==> src/rtl/ram_arbiter.sv <==
// ram_arbiter: shares one multi-port ram among REQ requesters.
// Each cycle a round-robin scan picks up to PORT pending requests and maps
// them onto ram ports 0..PORT-1 in scan order. Read data is returned to the
// originating requester LAT = 1 + OUTREG cycles after the grant.
// Optional build macro RAM_ARBITER_WCONFLICT_EN: a write whose address matches
// an earlier write selected in the same cycle is held back and stays pending.

`ifndef READ
`define READ 1'b1
`endif
`ifndef WRITE
`define WRITE 1'b0
`endif
`ifndef DISABLE
`define DISABLE 0
`endif
`ifndef ENABLE
`define ENABLE 1
`endif

module ram_arbiter #(
  parameter int DATA   = 32,
  parameter int DEPTH  = 4,
  parameter int PORT   = 2,
  parameter int REQ    = 4,
  parameter int OUTREG = `DISABLE,
  parameter int ADDR   = $clog2(DEPTH)
) (
  input  logic                       clk,
  input  logic                       reset,
  input  logic [REQ-1:0]             req,
  input  logic [REQ-1:0]             req_rw_,
  input  logic [REQ-1:0][ADDR-1:0]   req_addr,
  input  logic [REQ-1:0][DATA-1:0]   req_wdata,
  output logic [REQ-1:0]             gnt,
  output logic [REQ-1:0]             rvalid,
  output logic [REQ-1:0][DATA-1:0]   rdata,
  output logic [PORT-1:0]            en,
  output logic [PORT-1:0]            rw_,
  output logic [PORT-1:0][ADDR-1:0]  addr,
  output logic [PORT-1:0][DATA-1:0]  wdata,
  input  logic [PORT-1:0][DATA-1:0]  ram_rdata
);

  localparam int LAT = 1 + OUTREG;
  localparam int IDW = $clog2(REQ);

  // round-robin pointer: first requester examined by the scan
  logic [IDW-1:0] ptr;
  logic [IDW-1:0] ptr_nxt;
  logic           any_gnt;

  // requester id mapped onto each ram port this cycle
  logic [IDW-1:0] slot_id [PORT];

  // per-port read return pipeline: valid bit and requester tag per stage
  logic [LAT-1:0] pipe_v  [PORT];
  logic [IDW-1:0] pipe_id [PORT][LAT];

  // last delivered read data per requester
  logic [REQ-1:0][DATA-1:0] rdata_q;

  // Round-robin selection of up to PORT requests and ram port mapping.
  // Slots are indexed by comparing against a constant port number so that
  // no variable-width port index is needed (keeps PORT=1 legal).
  always_comb begin
    logic [IDW:0]   sum;
    logic [IDW-1:0] idx;
    logic [IDW-1:0] last;
    logic           ok;
    int unsigned    used;

    gnt     = '0;
    en      = '0;
    rw_     = {PORT{`READ}};
    addr    = '0;
    wdata   = '0;
    any_gnt = 1'b0;
    for (int unsigned p = 0; p < PORT; p++) slot_id[p] = '0;
    sum  = '0;
    idx  = '0;
    last = ptr;
    ok   = 1'b0;
    used = 0;

    for (int unsigned k = 0; k < REQ; k++) begin
      sum = {1'b0, ptr} + (IDW+1)'(k);
      if (sum >= (IDW+1)'(REQ)) sum = sum - (IDW+1)'(REQ);
      idx = sum[IDW-1:0];

      if (reset && req[idx] && used < PORT) begin
        ok = 1'b1;
`ifdef RAM_ARBITER_WCONFLICT_EN
        // a write colliding with an earlier selected write keeps its slot
        // empty and waits for a later cycle
        if (req_rw_[idx] == `WRITE) begin
          for (int unsigned p = 0; p < PORT; p++) begin
            if (p < used && en[p] && rw_[p] == `WRITE && addr[p] == req_addr[idx])
              ok = 1'b0;
          end
        end
`endif
        if (ok) begin
          gnt[idx] = 1'b1;
          for (int unsigned p = 0; p < PORT; p++) begin
            if (p == used) begin
              en[p]      = 1'b1;
              rw_[p]     = req_rw_[idx];
              addr[p]    = req_addr[idx];
              wdata[p]   = req_wdata[idx];
              slot_id[p] = idx;
            end
          end
          last    = idx;
          any_gnt = 1'b1;
        end
        used = used + 1;
      end
    end

    ptr_nxt = (last == IDW'(REQ - 1)) ? '0 : last + 1'b1;
  end

  // Pointer moves just past the last granted requester; holds when idle.
  always_ff @(posedge clk or negedge reset) begin
    if (!reset) begin
      ptr <= '0;
    end else if (any_gnt) begin
      ptr <= ptr_nxt;
    end
  end

  // Read return pipeline: tag granted reads and shift them LAT stages.
  always_ff @(posedge clk or negedge reset) begin
    if (!reset) begin
      for (int unsigned p = 0; p < PORT; p++) begin
        pipe_v[p] <= '0;
        for (int unsigned s = 0; s < LAT; s++) pipe_id[p][s] <= '0;
      end
    end else begin
      for (int unsigned p = 0; p < PORT; p++) begin
        pipe_v[p][0]  <= en[p] && (rw_[p] == `READ);
        pipe_id[p][0] <= slot_id[p];
        for (int unsigned s = 1; s < LAT; s++) begin
          pipe_v[p][s]  <= pipe_v[p][s-1];
          pipe_id[p][s] <= pipe_id[p][s-1];
        end
      end
    end
  end

  // Steer ram read data to the tagged requester. ram_rdata is only valid in
  // the return cycle, so it is passed through then and captured in rdata_q,
  // which supplies the held value on every other cycle.
  always_comb begin
    rvalid = '0;
    rdata  = rdata_q;
    for (int unsigned p = 0; p < PORT; p++) begin
      if (pipe_v[p][LAT-1]) begin
        rvalid[pipe_id[p][LAT-1]] = 1'b1;
        rdata[pipe_id[p][LAT-1]]  = ram_rdata[p];
      end
    end
  end

  // Hold register for returned read data.
  always_ff @(posedge clk or negedge reset) begin
    if (!reset) begin
      rdata_q <= '0;
    end else begin
      rdata_q <= rdata;
    end
  end

endmodule

==> config.mk <==
export PLATFORM = sky130hd
export DESIGN_NAME = ram_arbiter
export DESIGN_NICKNAME = d
export VERILOG_FILES = /design/src/rtl/ram_arbiter.sv
export SDC_FILE = /design/constraint.sdc
export NUM_CORES = 1
export LEC_CHECK = 0
export BUFFER_PORTS_ARGS = -buffer_cell sky130_fd_sc_hd__buf_4
export CAP_MARGIN = 0
export CORE_AREA = 2 2 162 164
export DETAILED_ROUTE_END_ITERATION = 10
export DIE_AREA = 0 0 164 166
export PLACE_DENSITY_LB_ADDON = 0.12
export SLEW_MARGIN = 20
export SYNTH_ARGS = -nofsm -noshare
export SYNTH_HDL_FRONTEND = slang
export SYNTH_SLANG_ARGS = --single-unit
export TNS_END_PERCENT = 5
==> constraint.sdc <==
create_clock -name clk -period 4.05 [get_ports clk]
set_clock_uncertainty 0.05 [all_clocks]
set_input_delay 0.2025 -clock clk [delete_from_list [all_inputs] [get_ports clk]]
set_output_delay 0.2025 -clock clk [all_outputs]
set_load 0.01 [all_outputs]
==> results of run 1 <==
==> metal layers <==
metal | vias to the layer above | part of all wire [%]
met5 | - | 0.029
met4 | 2 | 4.6
met3 | 119 | 8.0
met2 | 597 | 48
met1 | 5965 | 40
li1 | 5847 | -
==> what timing repair did <==
item                                    CTS  global route
gates resized for setup                   5             8
endpoints found under the setup margin   35            63
hold buffers                              9             0
setup buffers                             0             9
endpoints found under the hold margin    19             0
pin swaps                                 1             3
gates cloned                              1             2
==> critical path, delay by kind of cell (launching register included) <==
kind,cells,cell delay [ns]
AOI/OAI and AO/OA,4,0.91
DFF,1,0.48
muxes,1,0.36
adders and majority gates,1,0.38
buffers and inverters,5,1.11
==> per-stage QoR <==
step	setup WS [ns]	TNS [ns]
finish	0.122	0
global route	-0.0198	-0.0505
floorplan	0.0422	0
global placement	0.381	0
CTS	-0.0530	-0.259
detailed placement	0.288	0
==> worst paths after layout <==
kind | depth (start not counted) | to | start
hold / removal | 3 | rdata_q[63]$_DFF_PN0_ | ram_rdata[63]
max in group asynchronous | 4 | ptr[1]$_DFFE_PN0P_ | reset
setup reg to reg | 8 | pipe_id[2]$_DFF_PN0_ | flop
setup / recovery | 11 | addr[3] | flop
min in group asynchronous | 2 | pipe_id[1]$_DFF_PN0_ | reset
hold reg to reg | 2 | rdata_q[2]$_DFF_PN0_ | rdata_q[2]$_DFF_PN0_
==> cells in the final DEF, fill, tap and decap left out, types with 3 or more instances in the layout <==
cell and n:
mux2i_1 264, nand3b_1 3, nand2b_1 4, clkbuf_16 17, o221ai_1 18, o211ai_1 36, a221oi_1 32, or3_1 3
a221oi_2 3, inv_8 4, dfrtp_1 134, nor4_1 3, ha_1 6, buf_12 6, o21ai_1 3, mux2i_2 34
mux2_4 3, o221ai_2 16, a21oi_1 3, mux2_2 70, inv_6 5, dlygate4sd3_1 9, inv_1 5, nand2_1 254
o22ai_1 6, clkinvlp_4 4, nand3_1 3, buf_6 3, nor2_1 43, o21ai_0 235, or3_4 3, a222oi_1 4
buf_4 457
==> registers in the layout, summed over array words and instances (netlist names), named ones only <==
register	count
pipe_id	4
pipe_v	2
ptr	1
rdata_q	128
==> logic make-up after synthesis <==
group,count (synthesis),share of synthesized area [%]
fa+ha+maj,9,0.935
xor+xnor,1,0.0744
flops,136,28.9
simple gates,337,11.7
mux,374,33.0
buf+inv,144,5.14
compound gates,382,20.2
==> power by group through the flow <==
stage	clock (mW)	combinational, mW	sequential [mW]
after floorplan	0	6.97	2.23
after global placement	0	11.1	2.28
after detailed placement	0	11.3	2.32
after CTS	1.63	11.4	2.29
after global routing	1.68	12.4	2.35
final	1.60	11.6	2.29
==> layout make-up <==
| class | instances | area [sq um] |
|---|---|---|
| repair buffers | 475 | 3670 |
| clock buffers | 17 | 425 |
| clock inverters | 15 | 174 |
| flip-flops and latches | 136 | 3410 |
| fillers | 2237 | 9330 |
| multi-input cells | 1106 | 8140 |
| well taps | 335 | 419 |
| inverters | 10 | 42.5 |
==> results.toml, run 1 <==
[outcome]
outcome = "finished, final reports clean"

[job]
drv_cap = 0

[timing]
worstMarginPinSlew_ns = 1.12
rsz0062_at_grt = "true"
setup_viol = 0
worst_hold_slack_ns = 0.0172
max_slew_margin_pct = 25.2
period_share_pct = 97.0
final_hold_viol_count = 0
min_period_ns = 3.93
clock.fmax_mhz = 255
slew_violations = 0

[floorplanning]
initial_core_util_pct = 46.0
fp.coreArea_sq_um = 25600
rows = 59
fp.dieW_microns = 164
die_h_microns = 166
ioPinCount = 418
die-area_sq_um = 27200

[cells_and_area]
stdcell_area_sq_um = 16300
syn2layout_area_growth_pct = 38.3
stdcell_count = 2094
nets = 1964
diodes = 0
drive_gt1_share_pct = 37.3
utilization_pct = 63.6

[route]
drc = 0
drtIter0Drc = 901
vias_per_cell = 5.98
vias = 12500
wire_per_inst_microns = 21.3
wl_microns = 44500
first_pass_iters = 5
detail-route-antenna-nets = 0

[critical_path]
cp_max_fo = 17
path_class = "flop to output pin"
crit_required_ns = 3.80
crit_slowest_cell = "dfrtp_4"
worstPathArrival_ns = 3.68
cpPeakStageDelay_ns = 0.48
critical_path.startpoint_type = "flop"
path_cells = "buf_4 > mux2_4 > o2bb2ai_4 > inv_2 > ha_2 > a211oi_2 > buf_4 > o21ai_4 > buf_4 > o221ai_1 > buf_4"
rrSetupSlack_ns = 0.64
endpoint_kind = "output pin"
cp_common_cell = "buf_4"

[placement]
dp_hpwl_microns = 31000
place_inst = 2041
io_buffers = 417
place.gp.congestion = 0.890
placed_area_sq_um = 15400

[grt]
top_usage_layer = "met2"
antenna_found_initial = 1
groute.usage.overall_pct = 31.4
overflow = 0
grt_pass1_wl_microns = 67800
grt_max_degree = 107
grtUsageMet3_pct = 6.62
grtUsageMet2_pct = 52.5
grt_pass1_vias = 12200
grt_use_met1_pct = 38.7

[clock_network]
cts_buffers = 17
clockRootBuffer = "clkbuf_16"
clk_pin_slew_ns = 0.06
cts_tree = "done"
cts.sinks = 136
clkLatencyLatePin_ns = 0.41
htreeDepth = 4
cts_buffer_depth = 2

[synth]
yosys.cell_types.count = 64
yosysMostFrequentCell = "mux2i_1"
syn_area_per_cell_sq_um = 8.51
syn_inst = 1383
synth-main-ff-cell = "dfrtp_1"
synthesis.nets = 1601
yosysTopAreaCellShare_pct = 28.9
async_flop_share_pct = 100
ys_ff_latch = 136
synth_area_leaders = "dfrtp_1 29%, mux2i_1 25%, o21ai_0 10%"
yosysWarnings = 0
syn_area_sq_um = 11800
yosys.area.top_type = "dfrtp_1"
synthTopCellsByCount = "298 x mux2i_1, 255 x nand2_1, 238 x o21ai_0"
yosysSeqAreaShare_pct = 28.9
synth-edff-count = 0

[pwr]
p_clk_share_pct = 10.3
p_sw_share_pct = 47.5
switchingPower_mw = 7.34
pwr-share-seq_pct = 14.8
p_leak_nw = 7.71
p_int_mw = 8.13
ir_worst_vdd_mv = 0.462
total_power_mw = 15.5
power_frac_comb_pct = 74.8
power_density_nw_per_um2 = 950

[worst_hold_path]
min_path_type = "primary input to flop"
No activity file was read; power rests on OpenSTA's default activity.
==> inputs of run 2 (changes only) <==
--- a/config.mk
+++ b/config.mk
@@ -5,11 +5,11 @@
 export SDC_FILE = /design/constraint.sdc
 export NUM_CORES = 1
 export LEC_CHECK = 0
+export ABC_AREA = 1
 export BUFFER_PORTS_ARGS = -buffer_cell sky130_fd_sc_hd__buf_4
 export CAP_MARGIN = 0
-export CORE_AREA = 2 2 162 164
+export CORE_UTILIZATION = 47
 export DETAILED_ROUTE_END_ITERATION = 10
-export DIE_AREA = 0 0 164 166
 export PLACE_DENSITY_LB_ADDON = 0.12
 export SLEW_MARGIN = 20
 export SYNTH_ARGS = -nofsm -noshare
==> run 2 against run 1 <==
Effect of this change:
- synthesized cell count grew 37%
- register-to-register slack gained 0.38 ns
- critical endpoint is now wdata[60]
- count of clock-buffer cells in the layout is the same
- power grew 2.6%
- cell count grew 22%
- clock power shrank 6%
- largest power group unchanged
- synthesized area grew 1.4%
- sequential share of layout area grew 0.67 points
- final area shrank 3.2%
==> results.toml, run 2 <==
[cells_and_area]
drive_gt1_share_pct = 23.6
stdcell_count = 2557
stdcell_area_sq_um = 15800
syn2layout_area_growth_pct = 32.1
nets = 2437
largest_register_ffs = 128
layout.cells.most_common = "nand2_1"
layout_common_cells = "495 x nand2_1, 443 x buf_4, 254 x o21ai_0"
reg.largest.list = "rdata_q (128), pipe_id (4), pipe_v (2)"
largest-register = "rdata_q"

[clock_network]
clkLatencyLatePin_ns = 0.40
post_cts_resize_count = 0
htreeDepth = 4
clk_pin_slew_ns = 0.06
cts_buffer_depth = 2
clockRootBuffer = "clkbuf_16"
cts_buffers = 17
cts.sinks = 136
cts_tree = "done"

[grt]
overflow = 0
grt_pass1_wl_microns = 68800
groute.usage.overall_pct = 32.9
antenna_found_initial = 2
grt_pass1_vias = 13200
grt_max_degree = 154

[route]
drc = 0
wire_per_inst_microns = 17.0
detail-route-antenna-nets = 0
vias = 14100
wl_microns = 43600
first_pass_iters = 7
drtIter0Drc = 1077
vias_per_cell = 5.53

[timing]
min_period_ns = 3.74
worstMarginPinSlew_ns = 0.964
clock.fmax_mhz = 267
final_hold_viol_count = 0
slew_violations = 0
rsz0062_at_grt = "false"
period_share_pct = 92.3
setup_viol = 0
max_slew_margin_pct = 35.8
tns_ns = 0

[pwr]
switchingPower_mw = 8.09
ir_worst_vdd_mv = 0.471
p_clk_share_pct = 9.5
power_density_nw_per_um2 = 1010
total_power_mw = 15.9
pwr-share-seq_pct = 14.6
power_frac_comb_pct = 75.9
p_leak_nw = 8.20
p_int_mw = 7.78
p_sw_share_pct = 51.0

[synth]
yosys.area.top_type = "dfrtp_1"
synth-edff-count = 0
syn_inst = 1899
yosysMostFrequentCell = "nand2_1"
yosysSeqAreaShare_pct = 28.5
ys_ff_latch = 136
synth-main-ff-cell = "dfrtp_1"
yosysWarnings = 0
async_flop_share_pct = 100
syn_area_per_cell_sq_um = 6.28
synthTopCellsByCount = "496 x nand2_1, 254 x o21ai_0, 226 x nor2_1"
syn_area_sq_um = 11900
yosys.cell_types.count = 38
yosysTopAreaCellShare_pct = 28.5
synthesis.nets = 2117
synth_area_leaders = "dfrtp_1 29%, nand2_1 16%, o21ai_0 11%"

[critical_path]
r2r-end = "pipe_v[0]$_DFF_PN0_"
worstPathArrival_ns = 3.49
cpPeakStageDelay_ns = 0.47
reg2regPathDepth = 13
crit_slowest_cell = "dfrtp_4"
cp_common_cell = "buf_4"
crit_required_ns = 3.80
path_cells = "inv_2 > buf_4 > nand2_1 > nand3_1 > nand3_4 > ha_1 > inv_1 > xor2_1 > nand2_2 > buf_12 > nor2_1 > a31oi_1 > buf_4"
endpoint_kind = "output pin"
cp_top_family = "buffers and inverters"
path_class = "flop to output pin"
path_buf_inv = 5
rrSetupSlack_ns = 1.02
cp_max_fo = 40
critical_path.startpoint_type = "flop"

[placement]
place_inst = 2522
io_buffers = 417
place.gp.congestion = 0.906
dp_hpwl_microns = 31400
placed_area_sq_um = 15200

[floorplanning]
fp.dieW_microns = 161
die_h_microns = 161
initial_core_util_pct = 48.5
fp.coreArea_sq_um = 24600
die-area_sq_um = 26000
rows = 57
ioPinCount = 418

[outcome]
outcome = "finished, final reports clean"

[worst_hold_path]
whs_path_depth = 2
min_path_type = "primary input to flop"
min_to = "rdata_q[83]$_DFF_PN0_"
hp-start = "ram_rdata[51]"

[job]
drv_cap = 0
==> run 2: cell types whose count changed after synthesis, sizes merged, moves of 35 or more <==
cell / before / now
a21oi: 3 / 90
a221oi: 35 / 0
a31oi: 2 / 62
inv: 8 / 175
mux2: 73 / 0
mux2i: 298 / 79
nand2: 255 / 504
nand3: 4 / 67
nor2: 45 / 229
o21ai: 239 / 274
==> run 2: power by group through the flow <==
stage                     registers, mW  logic (mW)  clock network [mW]
after floorplan                    2.25        7.23                   0
after global placement             2.31        11.7                   0
after detailed placement           2.33        11.9                   0
after CTS                          2.31        12.0                1.52
after global routing               2.37        13.2                1.58
final                              2.32        12.1                1.50
==> run 2: layout make-up <==
class / instances / area (sq um)
timing repair buffer: 451 / 3450
clock buffer: 17 / 425
multi-input combinational: 1438 / 7260
fill: 2321 / 8840
clock inverter: 14 / 148
antenna: 2 / 5.00
tap: 324 / 405
sequential: 136 / 3410
inverter: 175 / 658
==> run 2: worst register-to-register path, stage by stage (launching register included) <==
cell and delay [ns]:
dfrtp_4 0.47, inv_2 0.07, buf_4 0.39, nand2_1 0.13, nand3_1 0.15, nand3_4 0.17
ha_1 0.39, inv_1 0.10, nor2_2 0.11, buf_4 0.36, a21oi_1 0.13, nand2_1 0.08
o21ai_1 0.12, and2_1 0.18
==> run 2: what timing repair did <==
action / in CTS / in global routing
setup buffers: 0 / 0
hold buffers: 2 / 0
hold endpoints to repair: 31 / 0
==> run 2: cell families (layout without fill, tap and decap cells) <==
family | Yosys count | after routing | share of synthesized area (%)
compound gates | 537 | 537 | 25.7
xor+xnor | 1 | 1 | 0.0734
fa+ha+maj | 8 | 8 | 0.839
buf+inv | 325 | 657 | 11.0
flops | 136 | 136 | 28.5
mux | 79 | 79 | 6.63
other cells | 0 | 2 | 0
simple gates | 813 | 813 | 27.3
==> run 2: per-stage QoR <==
step / util (%) / hold WS, ns / setup WS, ns
after floorplan: - / -0.143 / 0.609
after global placement: 61.6 / 0.111 / 0.784
after detailed placement: 61.6 / 0.110 / 0.735
after CTS: 64.0 / 0.0155 / 0.290
after global routing: 64.1 / 0.0245 / 0.100
final: 64.1 / 0.0315 / 0.310
==> run 2: worst max path at each step <==
| stage | cells past startpoint | slack (ns) | end | startpoint |
|---|---|---|---|---|
| finish | 13 | 0.31 | wdata[60] | flop |
| global route | 18 | 0.10 | wdata[2] | flop |
| CTS | 13 | 0.29 | wdata[60] | flop |
| detailed placement | 13 | 0.73 | wdata[60] | flop |
| global placement | 13 | 0.78 | wdata[60] | flop |
| floorplan | 14 | 0.61 | addr[2] | ptr[1]$_DFFE_PN0P_ |
==> run 2: layer usage <==
layer	track usage (%)	share of wire, %	vias up
li1	-	-	6908
met1	39.1	39	6508
met2	56.6	48	624
met3	6.91	9.0	104
met4	15.1	4.0	0
met5	0	0	-
